`src/rtl/sp_unit_arbiter.sv`:
```
// Round-robin arbiter sharing one multi-cycle SP datapath between NUM_REQ requesters,
// with a completion watchdog, tagged response return and flush handling.
//
// state | meaning
// IDLE  | no operation owned; combinational round-robin grant
// ISSUE | latched packet presented with sp_start until sp_ready
// WAIT  | operation in flight; watchdog running; drains even when killed
// RESP  | response held on rsp_* until rsp_ready or flush
module sp_unit_arbiter #(
  parameter int NUM_REQ = 4,
  parameter int TIMEOUT = 256,
  parameter int MAX_IDS = 8,
  parameter int ID_W    = $clog2(MAX_IDS),
  localparam int SP_W   = 78,
  localparam int OW     = $clog2(NUM_REQ)
) (
  input  logic                    clk,
  input  logic                    rst_n,
  input  logic                    flush,
  input  logic [NUM_REQ-1:0]      req_valid,
  input  logic [NUM_REQ*SP_W-1:0] req_inputs,
  input  logic [NUM_REQ*ID_W-1:0] req_id,
  output logic [NUM_REQ-1:0]      req_ready,
  output logic                    sp_start,
  output logic [SP_W-1:0]         sp_inputs,
  input  logic                    sp_ready,
  input  logic                    sp_done,
  input  logic [31:0]             sp_result,
  output logic                    rsp_valid,
  output logic [OW-1:0]           rsp_owner,
  output logic [ID_W-1:0]         rsp_id,
  output logic [31:0]             rsp_data,
  output logic                    rsp_error,
  input  logic                    rsp_ready,
  output logic                    busy
);

  localparam logic [1:0] S_IDLE  = 2'd0;
  localparam logic [1:0] S_ISSUE = 2'd1;
  localparam logic [1:0] S_WAIT  = 2'd2;
  localparam logic [1:0] S_RESP  = 2'd3;

  localparam int CW = $clog2(TIMEOUT) + 1;
  localparam logic [CW-1:0] WD_LAST = CW'(TIMEOUT - 1);

  logic [1:0]      state;
  logic [OW-1:0]   last_grant;
  logic [CW-1:0]   wd_count;
  logic            killed;

  logic            grant_found;
  logic [OW-1:0]   grant_idx;
  logic [OW-1:0]   cand;
  logic [SP_W-1:0] sel_inputs;
  logic [ID_W-1:0] sel_id;
  logic            timeout_hit;

  // Scan upward from the requester after the last winner, wrapping modulo NUM_REQ.
  always_comb begin
    grant_found = 1'b0;
    grant_idx   = '0;
    cand        = '0;
    for (int i = 1; i <= NUM_REQ; i++) begin
      cand = OW'((int'(last_grant) + i) % NUM_REQ);
      if (!grant_found && req_valid[cand]) begin
        grant_found = 1'b1;
        grant_idx   = cand;
      end
    end
  end

  always_comb begin
    sel_inputs = '0;
    sel_id     = '0;
    for (int i = 0; i < NUM_REQ; i++) begin
      if (grant_idx == OW'(i)) begin
        sel_inputs = req_inputs[i*SP_W +: SP_W];
        sel_id     = req_id[i*ID_W +: ID_W];
      end
    end
  end

  always_comb begin
    req_ready = '0;
    if (state == S_IDLE && !flush && grant_found) begin
      req_ready[grant_idx] = 1'b1;
    end
  end

  assign timeout_hit = (wd_count == WD_LAST);
  assign sp_start    = (state == S_ISSUE);
  assign rsp_valid   = (state == S_RESP);
  assign busy        = (state != S_IDLE);

  always_ff @(posedge clk or negedge rst_n) begin
    if (!rst_n) begin
      state      <= S_IDLE;
      last_grant <= OW'(NUM_REQ - 1);
      wd_count   <= '0;
      killed     <= 1'b0;
      sp_inputs  <= '0;
      rsp_owner  <= '0;
      rsp_id     <= '0;
      rsp_data   <= '0;
      rsp_error  <= 1'b0;
    end else begin
      case (state)
        S_IDLE: begin
          if (!flush && grant_found) begin
            sp_inputs  <= sel_inputs;
            rsp_id     <= sel_id;
            rsp_owner  <= grant_idx;
            last_grant <= grant_idx;
            state      <= S_ISSUE;
          end
        end
        S_ISSUE: begin
          if (flush) begin
            state <= S_IDLE;
          end else if (sp_ready) begin
            wd_count <= '0;
            state    <= S_WAIT;
          end
        end
        S_WAIT: begin
          if (wd_count != '1) begin
            wd_count <= wd_count + 1'b1;
          end
          if (flush) begin
            killed <= 1'b1;
          end
          // A killed operation still waits here so the datapath drains before reuse.
          if (sp_done || timeout_hit) begin
            killed <= 1'b0;
            if (killed || flush) begin
              state <= S_IDLE;
            end else begin
              rsp_data  <= sp_done ? sp_result : 32'd0;
              rsp_error <= !sp_done;
              state     <= S_RESP;
            end
          end
        end
        default: begin
          if (flush || rsp_ready) begin
            state <= S_IDLE;
          end
        end
      endcase
    end
  end

endmodule

```
`config.mk`:
```
export PLATFORM = sky130hd
export DESIGN_NAME = sp_unit_arbiter
export DESIGN_NICKNAME = d
export VERILOG_FILES = /design/src/rtl/sp_unit_arbiter.sv
export SDC_FILE = /design/constraint.sdc
export NUM_CORES = 1
export LEC_CHECK = 0
export ABC_CLOCK_PERIOD_IN_PS = 2370
export CAP_MARGIN = 40
export CORE_AREA = 2 2 188 190
export CTS_BUF_LIST = sky130_fd_sc_hd__clkbuf_2 sky130_fd_sc_hd__clkbuf_4 sky130_fd_sc_hd__clkbuf_8
export CTS_CLUSTER_SIZE = 24
export DETAILED_ROUTE_END_ITERATION = 16
export DIE_AREA = 0 0 190 192
export PLACE_DENSITY = 0.56
export SETUP_SLACK_MARGIN = 0.02
export SYNTH_ARGS = -nofsm -noshare
export SYNTH_HDL_FRONTEND = slang
export SYNTH_SLANG_ARGS = --single-unit
```
`constraint.sdc`:
```
create_clock -name clk -period 2.37 [get_ports clk]
set_input_delay 0.474 -clock clk [delete_from_list [all_inputs] [get_ports clk]]
set_output_delay 0.474 -clock clk [all_outputs]
set_load 0.005 [all_outputs]
```
==> impl_metrics.py <==
metrics = {
    "floorplanning": {
        "fp.dieH_um": 192,
        "die_area_mm2": 0.0365,
        "num_rows": 68,
        "top_level_ports": 489,
        "start_util_pct": 22.2,
        "fp.dieW_um": 190,
        "core_area_mm2": 0.0343,
    },
    "clock_network": {
        "cts.clk_slew.worst_paths_ns": 0.09,
        "cts_made_buffers": 17,
        "clk_path_buf_depth": 2,
        "cts_tree": "built",
        "htree_levels": 4,
        "cts.sinks": 130,
        "ctsRootBufferMaster": "clkbuf_8",
        "clkLatencyLatePin_ns": 0.44,
    },
    "logic_synthesis": {
        "synthArstFlopShare_pct": 100,
        "synth_edf_count": 0,
        "synth_cell_types": 52,
        "synth_common_cells": "163 x mux2i_1, 128 x dfrtp_1, 59 x nor2_1",
        "synth_seq_cells": 130,
        "yosysSeqAreaShare_pct": 42.7,
        "syn_nets": 1011,
        "ys.warnings.count": 0,
        "synthCells": 642,
        "synthFlopType": "dfrtp_1",
        "syn_area_mm2": 0.00762,
        "synthTopCellsByArea": "dfrtp_1 42%, mux2i_1 21%, a221oi_2 7.9%, o221ai_2 7.7%, a22o_1 3.8%",
        "synth_top_area_cell": "dfrtp_1",
        "yosysMostFrequentCell": "mux2i_1",
        "syn_avg_cell_area_um2": 11.9,
        "yosysTopAreaCellShare_pct": 42.0,
    },
    "critical_path": {
        "cpPeakStageDelay_ns": 0.45,
        "criticalPathCategory": "in -> out",
        "cpMostUsedCell": "buf_4",
        "cp.required_ns": 1.90,
        "crit_path_end_kind": "output port",
        "path_cells": "clkdlybuf4s15_1 > nor4_4 > buf_4 > nor4_4 > buf_4 > buf_4 > o211ai_1 > nor2_1 > buf_4",
        "path_max_fanout": 2,
        "arrival_ns": 2.01,
        "r2r_start": "last_grant[1]",
        "slowest_stage": "nor4_4",
        "crit_start": "req_valid[2]",
        "r2r-end": "sp_inputs[66]",
        "reg2reg_setup_slack_ns": 0.02,
        "r2r_cells": 7,
        "crit_end": "req_ready[0]",
        "crit_path_start_kind": "primary input",
    },
    "sta": {
        "fin_skew_ns": 0.0170,
        "fin_crit_ns": 2.49,
        "setup_slack_ns": -0.117,
        "relSlewSlack_pct": 48.5,
        "slew_viol_final": 0,
        "grt_setup_unrepaired": "true",
        "tightestPinTransition_ns": 0.772,
        "fmax_ghz": 0.402,
        "hold_violations": 0,
        "setup_viol": 28,
        "period_share_pct": 105,
    },
    "layout": {
        "synthToLayoutAreaGrowth_pct": 86.8,
        "design_area_mm2": 0.0142,
        "drive_gt1_share_pct": 19.2,
        "final_nets": 1545,
        "final_cells": 1648,
        "final_util_pct": 41.5,
    },
    "route": {
        "ant_nets": 0,
        "totalWireLength_mm": 33.5,
        "drt-initial-drc-count": 288,
        "drc": 0,
        "wl_per_cell_um": 20.3,
        "drtPass1Iterations": 4,
        "vias": 7319,
        "routed_via_density": 4.44,
    },
    "placed_design": {
        "placed_area_mm2": 0.0133,
        "gp_congestion": 0.818,
        "portBuffers": 488,
        "place_ws_ns": -0.817,
        "place_hpwl_mm": 24.7,
        "placed_cells": 1584,
    },
    "global_route": {
        "grt_pass1_vias": 7791,
        "grt_max_degree": 67,
        "antenna_found_initial": 4,
        "grt_pass1_wl_mm": 48.0,
        "gr-total-overflow": 0,
        "grtUsageTotal_pct": 17.3,
    },
    "outcome": {
        "outcome": "complete, but fails checks",
        "violations": "negative setup slack",
    },
    "power": {
        "power.leakage_nw": 6.00,
        "cellPowerDensity_mw_per_mm2": 988,
        "ir_drop_mv": 0.540,
    },
    "min_path": {
        "hold_path.class": "reg -> reg",
    },
    "flow_run": {
        "maxCapViolCount": 0,
    },
}
==> where the power goes <==
group	leakage, nW	internal, mW	switching, mW
Combinational	4.20	4.54	3.45
Clock	0.222	1.18	1.07
Sequential	1.58	3.23	0.584
Total	6.00	8.96	5.10
==> logic make-up after synthesis <==
group,count (synthesis),synth area share [%]
AO/OA/AOI/OAI,143,22.6
XOR/XNOR,2,0.230
adder cells (fa/ha/maj),3,0.493
buffers and inverters,58,4.07
flip-flops,130,42.7
multiplexers,164,21.6
AND/OR/NAND/NOR,142,8.26
==> worst max-delay path, delay by kind of cell <==
kind	cells	cell delay (ns)
compound gates	1	0.12
buf+inv	5	0.84
simple gates	3	0.57
==> worst min-delay path by stage <==
stage,to,cells after the start,from,slack [ns]
6_report,sp_inputs[35],2,sp_inputs[35],0.49
5_1_grt,rsp_id[0],2,rsp_id[0],0.52
4_1_cts,sp_inputs[35],2,sp_inputs[35],0.50
3_5_place_dp,sp_inputs[63],1,rst_n,0.47
3_3_place_gp,sp_inputs[63],1,rst_n,0.47
2_1_floorplan,killed,0,rst_n,0.18
==> registers in the layout, summed over array words and instances (netlist names), 2 cells and up <==
register    cells
state           2
rsp_data       32
last_grant      2
sp_inputs      78
rsp_owner       2
rsp_id          3
wd_count        9
==> through the flow <==
stage / power [mW] / TNS, ns / hold slack (ns)
final: 14.1 / -0.639 / 0.492
after detailed placement: 11.5 / -55.71 / 0.465
after CTS: 14.2 / -0.474 / 0.497
after global placement: 11.5 / -55.50 / 0.465
after floorplan: 7.61 / 0 / 0.178
after global routing: 15.0 / -4.44 / 0.517
==> layout by cell type (no fill, tap or decap), drive strengths merged, types with 4 or more instances in the layout <==
master	n
nor2	59
clkbuf	21
clkdlybuf4s50	477
a31oi	4
nand2b	5
a22o	33
and3	4
dfrtp	128
inv	10
a221oi	41
bufinv	4
o21ai	10
mux2i	163
buf	81
diode	4
nand2	58
o221ai	40
==> final cells by class <==
class	instances	area, um2
fillers	3262	20100
repair buffers	570	5750
multi-input cells	454	4180
flip-flops and latches	130	3260
well taps	455	569
clock buffers	17	234
clock inverters	15	219
inverters	3	11.3
diodes	4	10.0
==> metal layers <==
metal	part of all wire (%)	track usage [%]	wire length, um
met4	1.5	4.08	514
met3	7.3	4.93	2440
met1	42	21.2	13900
met2	50	29.9	16600
met5	0	0	0
==> timing repair <==
item	4_1_cts	5_1_grt
cloned	1	5
pin swaps	13	8
setup endpoints to repair	87	92
setup buffers	17	4
gates resized for setup	50	14
endpoints found under the hold margin	30	0
hold buffers	1	0
Note: power is estimated with default switching activity, not from simulation.
